$ cat config.mk
export PLATFORM = sky130hd
export DESIGN_NAME = risc_datapath
export DESIGN_NICKNAME = d
export VERILOG_FILES = /design/src/rtl/risc_datapath.sv
export SDC_FILE = /design/constraint.sdc
export NUM_CORES = 1
export LEC_CHECK = 0
export CAP_MARGIN = 20
export CORE_ASPECT_RATIO = 0.7
export CORE_UTILIZATION = 35
export CTS_CLUSTER_SIZE = 40
export DETAILED_ROUTE_END_ITERATION = 12
export PLACE_DENSITY_LB_ADDON = 0.15
export SYNTH_ARGS = -nofsm -noshare
export SYNTH_HDL_FRONTEND = slang
export SYNTH_SLANG_ARGS = --single-unit
$ cat constraint.sdc
create_clock -name clk -period 8.8 [get_ports clk]
set_input_delay 2.2 -clock clk [delete_from_list [all_inputs] [get_ports clk]]
set_output_delay 2.2 -clock clk [all_outputs]
set_load 0.02 [all_outputs]
$ cat src/rtl/risc_datapath.sv
// Execution datapath: 8-entry register file, A/B/C pipeline registers,
// B-operand shifter, ALU and Z/N/V status register. Every state element is
// enable-driven by the control block; nothing is sequenced internally.
module risc_datapath #(
  parameter int WIDTH = 16,
  parameter int PCW   = 8
) (
  input  logic             clk,
  input  logic             reset,
  input  logic [1:0]       vsel,
  input  logic             write,
  input  logic             loada,
  input  logic             loadb,
  input  logic             asel,
  input  logic             bsel,
  input  logic             loadc,
  input  logic             loads,
  input  logic [2:0]       nsel,
  input  logic [2:0]       rn,
  input  logic [2:0]       rd,
  input  logic [2:0]       rm,
  input  logic [1:0]       shift,
  input  logic [1:0]       alu_op,
  input  logic [WIDTH-1:0] sximm8,
  input  logic [WIDTH-1:0] sximm5,
  input  logic [WIDTH-1:0] mdata,
  input  logic [PCW-1:0]   pc,
  output logic [WIDTH-1:0] datapath_out,
  output logic             z_out,
  output logic             n_out,
  output logic             v_out
);

  logic [2:0]       regnum;
  logic             sel_valid;
  logic [WIDTH-1:0] wdata;
  logic [WIDTH-1:0] rdata;
  logic [WIDTH-1:0] regs [0:7];
  logic [WIDTH-1:0] a_reg, b_reg, c_reg;
  logic [WIDTH-1:0] shift_out, ain, bin, alu_out;
  logic             alu_v;
  logic [2:0]       status;

  // One-hot field select; a non-one-hot nsel reads R0 and blocks writes
  always_comb begin
    regnum    = 3'd0;
    sel_valid = 1'b0;
    case (nsel)
      3'b100: begin regnum = rn; sel_valid = 1'b1; end
      3'b010: begin regnum = rd; sel_valid = 1'b1; end
      3'b001: begin regnum = rm; sel_valid = 1'b1; end
      default: begin regnum = 3'd0; sel_valid = 1'b0; end
    endcase
  end

  // Writeback source mux; PC is zero-extended to the word width
  always_comb begin
    case (vsel)
      2'b00:   wdata = mdata;
      2'b01:   wdata = sximm8;
      2'b10:   wdata = {{(WIDTH-PCW){1'b0}}, pc};
      default: wdata = c_reg;
    endcase
  end

  // Register file write port; read is combinational so same-cycle read sees old data
  always_ff @(posedge clk) begin
    if (!reset) begin
      for (int i = 0; i < 8; i++) regs[i] <= '0;
    end else if (write && sel_valid) begin
      regs[regnum] <= wdata;
    end
  end

  assign rdata = regs[regnum];

  // Operand pipeline registers A and B
  always_ff @(posedge clk) begin
    if (!reset) begin
      a_reg <= '0;
      b_reg <= '0;
    end else begin
      if (loada) a_reg <= rdata;
      if (loadb) b_reg <= rdata;
    end
  end

  // Shifter on the B operand
  always_comb begin
    case (shift)
      2'b00:   shift_out = b_reg;
      2'b01:   shift_out = {b_reg[WIDTH-2:0], 1'b0};
      2'b10:   shift_out = {1'b0, b_reg[WIDTH-1:1]};
      default: shift_out = {b_reg[WIDTH-1], b_reg[WIDTH-1:1]};
    endcase
  end

  assign ain = asel ? '0 : a_reg;
  assign bin = bsel ? sximm5 : shift_out;

  // ALU with signed-overflow detection for ADD and SUB only
  always_comb begin
    alu_out = '0;
    alu_v   = 1'b0;
    case (alu_op)
      2'b00: begin
        alu_out = ain + bin;
        alu_v   = (ain[WIDTH-1] == bin[WIDTH-1]) && (alu_out[WIDTH-1] != ain[WIDTH-1]);
      end
      2'b01: begin
        alu_out = ain + ~bin + WIDTH'(1);
        alu_v   = (ain[WIDTH-1] != bin[WIDTH-1]) && (alu_out[WIDTH-1] != ain[WIDTH-1]);
      end
      2'b10:   alu_out = ain & bin;
      default: alu_out = ~bin;
    endcase
  end

  // Result register C and status register, independently enabled
  always_ff @(posedge clk) begin
    if (!reset) begin
      c_reg  <= '0;
      status <= 3'b000;
    end else begin
      if (loadc) c_reg <= alu_out;
      if (loads) status <= {(alu_out == '0), alu_out[WIDTH-1], alu_v};
    end
  end

  assign datapath_out = c_reg;
  assign z_out        = status[2];
  assign n_out        = status[1];
  assign v_out        = status[0];

endmodule

==> impl_metrics.yaml, run 1 <==
status:
  status: "complete, no violations"
timing:
  tightest_slew_ns: 0.972
  slew_headroom_pct: 35.2
  period_minus_slack_ns: 6.93
  slew_viol_final: 0
  max_clock_freq_mhz: 144
  finalSetupViolCount: 0
  rsz0062_at_grt: "no"
  whs_ns: 0.479
  setup_tns_ns: 0
  fin_skew_ns: 0.0197
  hold_viol: 0
  min_period_over_period_pct: 78.8
worst_hold_path:
  min_path_type: "flip-flop to flip-flop"
  min_from: "status[2]"
pwr:
  clkPwrFrac_pct: 37.2
  pwr-share-comb_pct: 20.2
  power_mw: 2.29
  p_int_mw: 1.63
  leakage_nw: 4.87
  peakVddDrop_mv: 0.103
  power_density_mw_per_mm2: 182
  p_seq_share_pct: 42.7
  switchingPower_mw: 0.661
  swShare_pct: 28.9
grt:
  grt_pass1_vias: 8117
  antenna_found_initial: 1
  grt_pass1_wl_microns: 52500
  grt_max_degree: 67
  grt_overflow: 0
  grt_usage_pct: 23.0
clocking:
  clk_latency_ns: 0.44
  cts.sinks: 179
  cts_max_level: 4
  clockBufferDepth: 2
  cts_inserted_buffers: 17
  post_cts_buffers: 0
  cts_tree: "built"
  hold_buffers: 0
  cts-resized-gates: 0
  clk_root_buffer_cell: "clkbuf_16"
  cts.reportedPaths.clkPinSlew_ns: 0.07
cells_and_area:
  regMostFlops: "regs"
  fin_util_pct: 43.0
  multi_input_area_sq_mm: 0.00523
  largest_reg_flops: 128
  drive_gt1_share_pct: 6.85
  fin_area_sq_mm: 0.0126
  regArea_sq_mm: 0.00486
  mostFrequentLayoutCell: "nand2_1"
  final_nets: 1331
  synthToLayoutAreaGrowth_pct: 19.6
  final_cell_mix: "nand2_1, nor2_1, edfxtp_1"
  fillCellCount: 2838
die:
  rows: 52
  core_sq_mm: 0.0292
  die_x_microns: 209
  dieArea_sq_mm: 0.0307
  initial_core_util_pct: 36.0
  die_h_microns: 147
  io_pins: 102
route:
  routed_wl_microns: 35200
  vias: 8951
  routedWlPerCell_microns: 21.9
  antenna_left: 0
  firstDrtPassIters: 5
  drt_iter0_drc: 795
  vias_per_cell: 5.57
  drc: 0
worst_setup_path:
  cp_slowest_cell: "clkdlybuf4s50_1"
  crit_chain: "clkdlybuf4s50_1 -> or3b_2 -> a31oi_1 -> ha_1 -> inv_1 -> fa_1 -> nor2b_1 -> o21ai_0 -> o211ai_1 -> a221oi_1 -> o31ai_1 -> xnor2_1 -> a221o_1 -> or4_1 -> o21ai_1"
  cp-startpoint: "shift[0]"
  worst-endpoint-arrival_ns: 7.31
  setup.worst_path.class: "input pin to flip-flop"
  worstPathRequired_ns: 9.17
  critical-path-top-delay-family: "compound AO/OA/AOI/OAI gates"
  r2r_start: "b_reg[0]"
  worst-path-buf-inv: 2
  crit_path_start_kind: "input pin"
  end_kind: "flip-flop"
  path_max_fanout: 19
  max_stage_delay_ns: 0.89
logic_synthesis:
  syn_area_sq_mm: 0.0105
  netlist-cell-type-count: 67
  synth-edff-count: 128
  async_reset_ff_share_pct: 0
  yosysSeqAreaShare_pct: 46.3
  ys_ff_latch: 179
  yosys_warnings: 0
  syn-num-nets: 1267
  syn_inst: 1150
  yosys_most_used_dff: "edfxtp_1"
  avgSynthCellArea_sq_um: 9.14
placed_design:
  port_buffers: 101
  placed_cell_area_sq_mm: 0.0118
  hpwlAfterDp_microns: 24900
  globalplace.congestion: 0.890
job:
  maxCapViolCount: 0
[synth_stat cells, types with 3 or more instances]
| library cell | count | area [sq um] |
|---|---|---|
| a311oi_1 | 17 | 149 |
| o211ai_1 | 8 | 60.1 |
| nor3_1 | 12 | 60.1 |
| o21ai_0 | 26 | 130 |
| xnor2_1 | 8 | 70.1 |
| nor2_1 | 162 | 608 |
| a31o_2 | 3 | 26.3 |
| mux2_2 | 5 | 56.3 |
| nor2b_1 | 58 | 363 |
| a21oi_1 | 42 | 210 |
| inv_1 | 35 | 131 |
| o21a_1 | 4 | 30.0 |
| or3_1 | 4 | 25.0 |
| mux2i_1 | 41 | 410 |
| o2111ai_1 | 5 | 43.8 |
| nand2b_1 | 6 | 37.5 |
| a31oi_1 | 21 | 131 |
| clkbuf_1 | 65 | 244 |
| mux4_2 | 10 | 225 |
| buf_2 | 4 | 20.0 |
| o31ai_1 | 6 | 45.0 |
| nand3_1 | 42 | 210 |
| nand3b_1 | 3 | 22.5 |
| and3_1 | 50 | 313 |
| nand2_1 | 186 | 698 |
| a221oi_1 | 3 | 26.3 |
| edfxtp_1 | 128 | 3840 |
| a211oi_1 | 41 | 308 |
| ha_1 | 32 | 400 |
| buf_1 | 8 | 30.0 |
| a21o_1 | 9 | 67.6 |
| dfxtp_1 | 51 | 1020 |
| a22oi_1 | 5 | 37.5 |
[power by group through the flow]
stage | Sequential [mW] | Combinational, mW | Clock, mW
final | 0.977 | 0.462 | 0.851
after global placement | 0.996 | 0.451 | 0
after floorplan | 0.991 | 0.271 | 0
after CTS | 0.978 | 0.453 | 0.857
after global routing | 0.982 | 0.499 | 0.899
after detailed placement | 0.996 | 0.451 | 0
[per-layer routing]
| layer | track usage, % | wire, microns | vias up |
|---|---|---|---|
| met1 | 37.5 | 18400 | 4346 |
| met4 | 3.64 | 267 | 0 |
| met5 | 0 | 0 | - |
| met3 | 5.13 | 2730 | 19 |
| met2 | 30.6 | 13800 | 326 |
| li1 | - | - | 4260 |
[tightest hold or removal path: stages (launching register included)]
cell and delay, ns:
dfxtp_1 0.33, nand2_1 0.06, o21ai_1 0.05
[final cells by class]
| type | instances | area share [%] |
|---|---|---|
| antenna | 3 | 0.0597 |
| multi-input combinational | 856 | 41.6 |
| timing repair buffer | 123 | 9.62 |
| tap | 378 | 3.76 |
| inverter | 37 | 1.11 |
| sequential | 179 | 38.7 |
| clock buffer | 17 | 3.38 |
| clock inverter | 15 | 1.78 |
[path summary, 6_finish.rpt]
check	to	slack [ns]	cells after the start
worst max register to register	status[2]	4.39	14
worst max-delay path	status[2]	1.87	15
worst min-delay path	status[2]	0.48	2
worst min register to register	status[2]	0.48	2
[kinds of logic after synthesis]
logic type               synth area share [%]
AND/OR/NAND/NOR                          23.8
AO/OA/AOI/OAI                            14.1
flip-flops                               46.3
buffers and inverters                    4.23
multiplexers                             6.58
adder cells (fa/ha/maj)                  4.19
XOR/XNOR                                0.834
[per-stage QoR]
stage / setup WS (ns) / cells
global route: 1.63 / 1605
floorplan: 2.95 / 1150
CTS: 1.89 / 1601
finish: 1.87 / 1608
global placement: 1.57 / 1569
detailed placement: 1.46 / 1569
(Power assumes the default switching activity.)
==> inputs of run 2 (changes only) <==
clock period = 6.5 ns   (was 8.8 ns; I/O delays follow)
==> impl_metrics.yaml, run 2 (synthesized netlist as in run 1, its figures left out) <==
status:
  status: "complete, no violations"
die:
  io_pins: 102
  rows: 52
  die_h_microns: 147
  core_sq_mm: 0.0292
  die_x_microns: 209
  dieArea_sq_mm: 0.0307
  initial_core_util_pct: 36.0
grt:
  grt_overflow: 0
  grt_max_degree: 50
  antenna_found_initial: 1
  grt_pass1_vias: 8113
  grt_pass1_wl_microns: 51300
  grt_usage_pct: 22.3
timing:
  setup_slack_ns: 0.898
  tightest_slew_ns: 1.02
  setup_tns_ns: 0
  finalSetupViolCount: 0
  slew_headroom_pct: 31.9
  rsz0062_at_grt: "no"
  min_period_over_period_pct: 86.2
  max_clock_freq_mhz: 179
  fin_skew_ns: 0.0118
  hold_viol: 0
  slew_viol_final: 0
  period_minus_slack_ns: 5.60
worst_setup_path:
  cp-startpoint: "shift[0]"
  crit_path_start_kind: "input pin"
  worst-endpoint-arrival_ns: 5.98
  end_kind: "flip-flop"
  path_max_fanout: 18
  setup.worst_path.class: "input pin to flip-flop"
  r2r_start: "b_reg[0]"
  worstPathRequired_ns: 6.87
placed_design:
  pre_cts_ws_ns: 0.527
  port_buffers: 101
  placedCellCount: 1583
  placed_cell_area_sq_mm: 0.0120
  globalplace.congestion: 0.894
  hpwlAfterDp_microns: 24100
route:
  vias: 8978
  firstDrtPassIters: 5
  antenna_left: 0
  routedWlPerCell_microns: 20.9
  drc: 0
  routed_wl_microns: 33900
  vias_per_cell: 5.55
  drt_iter0_drc: 915
clocking:
  clk_root_buffer_cell: "clkbuf_16"
  cts.sinks: 179
  clk_latency_ns: 0.44
  clockBufferDepth: 2
  cts_tree: "built"
  cts.reportedPaths.clkPinSlew_ns: 0.07
  post_cts_buffers: 0
  cts-resized-gates: 0
  cts_max_level: 4
  cts_inserted_buffers: 17
  hold_buffers: 0
cells_and_area:
  largest_reg_flops: 128
  final_nets: 1345
  fin_area_sq_mm: 0.0126
  synthToLayoutAreaGrowth_pct: 20.4
  diodes: 0
  mostFrequentLayoutCell: "nand2_1"
  final_cell_mix: "nand2_1, nor2_1, edfxtp_1"
  final_cells: 1619
  regMostFlops: "regs"
  drive_gt1_share_pct: 7.66
job:
  maxCapViolCount: 0
worst_hold_path:
  min_path_type: "flip-flop to flip-flop"
  min_from: "a_reg[3]"
pwr:
  pwr-share-comb_pct: 20.8
  clkPwrFrac_pct: 35.5
  swShare_pct: 28.7
  peakVddDrop_mv: 0.203
  power_mw: 3.02
  power_density_mw_per_mm2: 239
  switchingPower_mw: 0.866
  p_seq_share_pct: 43.7
  p_int_mw: 2.15
  leakage_nw: 4.94
-- run 2: final cells by class --
| class | count | area [sq um] |
|---|---|---|
| Clock buffer | 28 | 591 |
| Sequential cell | 179 | 4860 |
| Multi-Input combinational cell | 856 | 5230 |
| Tap cell | 378 | 473 |
| Timing Repair Buffer | 137 | 1320 |
| Inverter | 37 | 139 |
| Fill cell | 2889 | 16600 |
| Clock inverter | 4 | 28.8 |
-- run 2: worst paths after layout --
path | end | cells past startpoint | slack [ns]
hold reg to reg | a_reg[3] | 2 | 0.48
hold / removal | a_reg[3] | 2 | 0.48
setup reg to reg | status[2] | 14 | 2.21
setup / recovery | status[2] | 17 | 0.90
-- run 2: through the flow --
step	hold slack [ns]	utilization, %
floorplan	0.459	-
global placement	0.471	40.9
global route	0.507	43.3
detailed placement	0.472	40.9
finish	0.480	43.3
CTS	0.483	43.0
-- run 2: worst max-delay path: stages --
cell and delay, ns:
clkdlybuf4s50_1 0.48, buf_4 0.28, nor2b_1 0.08, a211o_1 0.27
a22oi_1 0.26, inv_1 0.09, ha_1 0.39, nor2b_1 0.11
or4_4 0.45, o211ai_1 0.19, buf_4 0.18, a21oi_1 0.08
o41a_1 0.40, o21ai_0 0.17, a31oi_1 0.20, or4_1 0.58
o21ai_1 0.13
-- run 2: layer usage --
| layer | part of all wire [%] | up-vias | GRT usage, % |
|---|---|---|---|
| met1 | 52 | 4339 | 36.3 |
| li1 | - | 4273 | - |
| met5 | 0 | - | 0 |
| met4 | 1.1 | 0 | 4.89 |
| met2 | 39 | 342 | 29.4 |
| met3 | 7.8 | 24 | 4.49 |
-- run 2: power by group through the flow --
stage / sequential [mW] / combinational (mW) / clock (mW)
after CTS: 1.32 / 0.617 / 1.09
after global placement: 1.34 / 0.614 / 0
after detailed placement: 1.35 / 0.614 / 0
after floorplan: 1.34 / 0.367 / 0
after global routing: 1.33 / 0.681 / 1.13
final: 1.32 / 0.627 / 1.07
==> inputs of run 3 (changes only) <==
CORE_MARGIN = 5   (was not set)
SLEW_MARGIN = 40   (was not set)
==> impl_metrics.yaml, run 3 (synthesized netlist as in run 1, its figures left out) <==
clocking:
  cts-resized-gates: 0
  clockBufferDepth: 2
  cts_max_level: 4
  cts_inserted_buffers: 17
  cts_tree: "built"
  clk_latency_ns: 0.43
  cts.reportedPaths.clkPinSlew_ns: 0.07
  hold_buffers: 0
  clk_root_buffer_cell: "clkbuf_16"
  post_cts_buffers: 0
  cts.sinks: 179
worst_setup_path:
  crit_chain: "clkdlybuf4s50_1 -> or3b_2 -> a31oi_1 -> ha_1 -> inv_1 -> fa_1 -> nor2b_1 -> o21ai_0 -> o211ai_1 -> a221oi_1 -> o31ai_1 -> xnor2_1 -> a221o_1 -> or4_1 -> o21ai_1"
  worstPathRequired_ns: 6.87
  rr_endpoint: "status[2]"
  crit_path_start_kind: "input pin"
  setup.worst_path.class: "input pin to flip-flop"
  cp_num_cells: 15
  end_kind: "flip-flop"
  r2r_start: "b_reg[0]"
  critical-path-top-delay-family: "compound AO/OA/AOI/OAI gates"
  worst-path-buf-inv: 2
  worst-endpoint-arrival_ns: 6.22
  r2r_slack_ns: 2.10
  path_max_fanout: 6
  worstRegToRegCells: 14
  cp_slowest_cell: "clkdlybuf4s50_1"
  max_stage_delay_ns: 0.55
grt:
  grt_pass1_wl_microns: 52400
  grt_usage_pct: 20.2
  grt_max_degree: 54
  grt_overflow: 0
  antenna_found_initial: 1
  grt_pass1_vias: 8346
cells_and_area:
  diodes: 0
  regMostFlops: "regs"
  final_cells: 1618
  final_cell_mix: "nand2_1, nor2_1, edfxtp_1"
  drive_gt1_share_pct: 8.27
  mostFrequentLayoutCell: "nand2_1"
  fillCellCount: 2984
  fin_util_pct: 42.0
  multi_input_area_sq_mm: 0.00527
  synthToLayoutAreaGrowth_pct: 19.3
  final_nets: 1337
  largest_reg_flops: 128
  regArea_sq_mm: 0.00486
route:
  routedWlPerCell_microns: 21.4
  drc: 0
  vias: 8971
  vias_per_cell: 5.54
  drt_iter0_drc: 877
  routed_wl_microns: 34700
  firstDrtPassIters: 5
  antenna_left: 0
die:
  core_sq_mm: 0.0298
  initial_core_util_pct: 35.2
  dieArea_sq_mm: 0.0336
  rows: 53
  io_pins: 102
  die_h_microns: 155
  die_x_microns: 217
pwr:
  power_mw: 2.96
  switchingPower_mw: 0.883
  peakVddDrop_mv: 0.175
  p_int_mw: 2.08
  p_seq_share_pct: 44.6
  power_density_mw_per_mm2: 236
  swShare_pct: 29.8
  pwr-share-comb_pct: 21.2
  leakage_nw: 4.88
  clkPwrFrac_pct: 34.2
timing:
  tightest_slew_ns: 0.844
  rsz0062_at_grt: "no"
  max_clock_freq_mhz: 171
  whs_ns: 0.485
  min_period_over_period_pct: 90.0
  fin_skew_ns: 0.0145
  slew_viol_final: 0
  finalSetupViolCount: 0
  setup_tns_ns: 0
  hold_viol: 0
  slew_headroom_pct: 43.0
  period_minus_slack_ns: 5.85
placed_design:
  hpwlAfterDp_microns: 25100
  port_buffers: 101
  globalplace.congestion: 0.916
  placedCellCount: 1586
worst_hold_path:
  min_path_type: "flip-flop to flip-flop"
  min_to: "a_reg[11]"
  whs_path_depth: 2
  min_from: "a_reg[11]"
job:
  maxCapViolCount: 0
status:
  status: "complete, no violations"
[run 3: routing by layer]
metal,wire [microns],up-vias,GRT usage [%]
met5,0,-,0
met4,186,0,3.07
met3,2400,21,3.70
met2,13800,331,27.5
met1,18300,4349,33.5
li1,-,4270,-
[run 3: stage by stage]
step / setup slack, ns / cell area [sq um]
global placement: 0.423 / 11900
floorplan: 1.22 / 10500
global route: 0.466 / 12500
detailed placement: 0.348 / 11900
CTS: 0.785 / 12500
finish: 0.649 / 12500
[run 3: how the worst max path moves through the flow]
stage                         from  slack [ns]         to
after floorplan           shift[1]        1.22  status[2]
after global placement    shift[0]        0.42  status[2]
after detailed placement  shift[0]        0.35  status[2]
after CTS                 shift[0]        0.79  status[2]
after global routing      shift[0]        0.47  status[2]
final                     shift[0]        0.65  status[2]
[run 3: power by group through the flow]
stage | Clock [mW] | Combinational (mW) | Sequential [mW]
CTS | 1.02 | 0.624 | 1.32
detailed placement | 0 | 0.620 | 1.35
global placement | 0 | 0.621 | 1.34
finish | 1.01 | 0.629 | 1.32
global route | 1.07 | 0.684 | 1.33
floorplan | 0 | 0.367 | 1.34
[run 3: layout make-up]
class                   count  area share [%]
multi-input cells         856            42.0
clock buffers              22            4.04
flip-flops and latches    179            38.8
repair buffers            129            9.68
clock inverters            10           0.539
inverters                  37            1.11
well taps                 385            3.84
[run 3: worst reg2reg max path, cell delays in order (launching register included)]
cell	delay [ns]
dfxtp_1	0.35
or3b_2	0.46
a31oi_1	0.29
ha_1	0.23
inv_1	0.06
fa_1	0.44
nor2b_1	0.16
o21ai_0	0.35
o211ai_1	0.25
a221oi_1	0.42
o31ai_1	0.14
xnor2_1	0.14
a221o_1	0.37
or4_1	0.55
o21ai_1	0.14
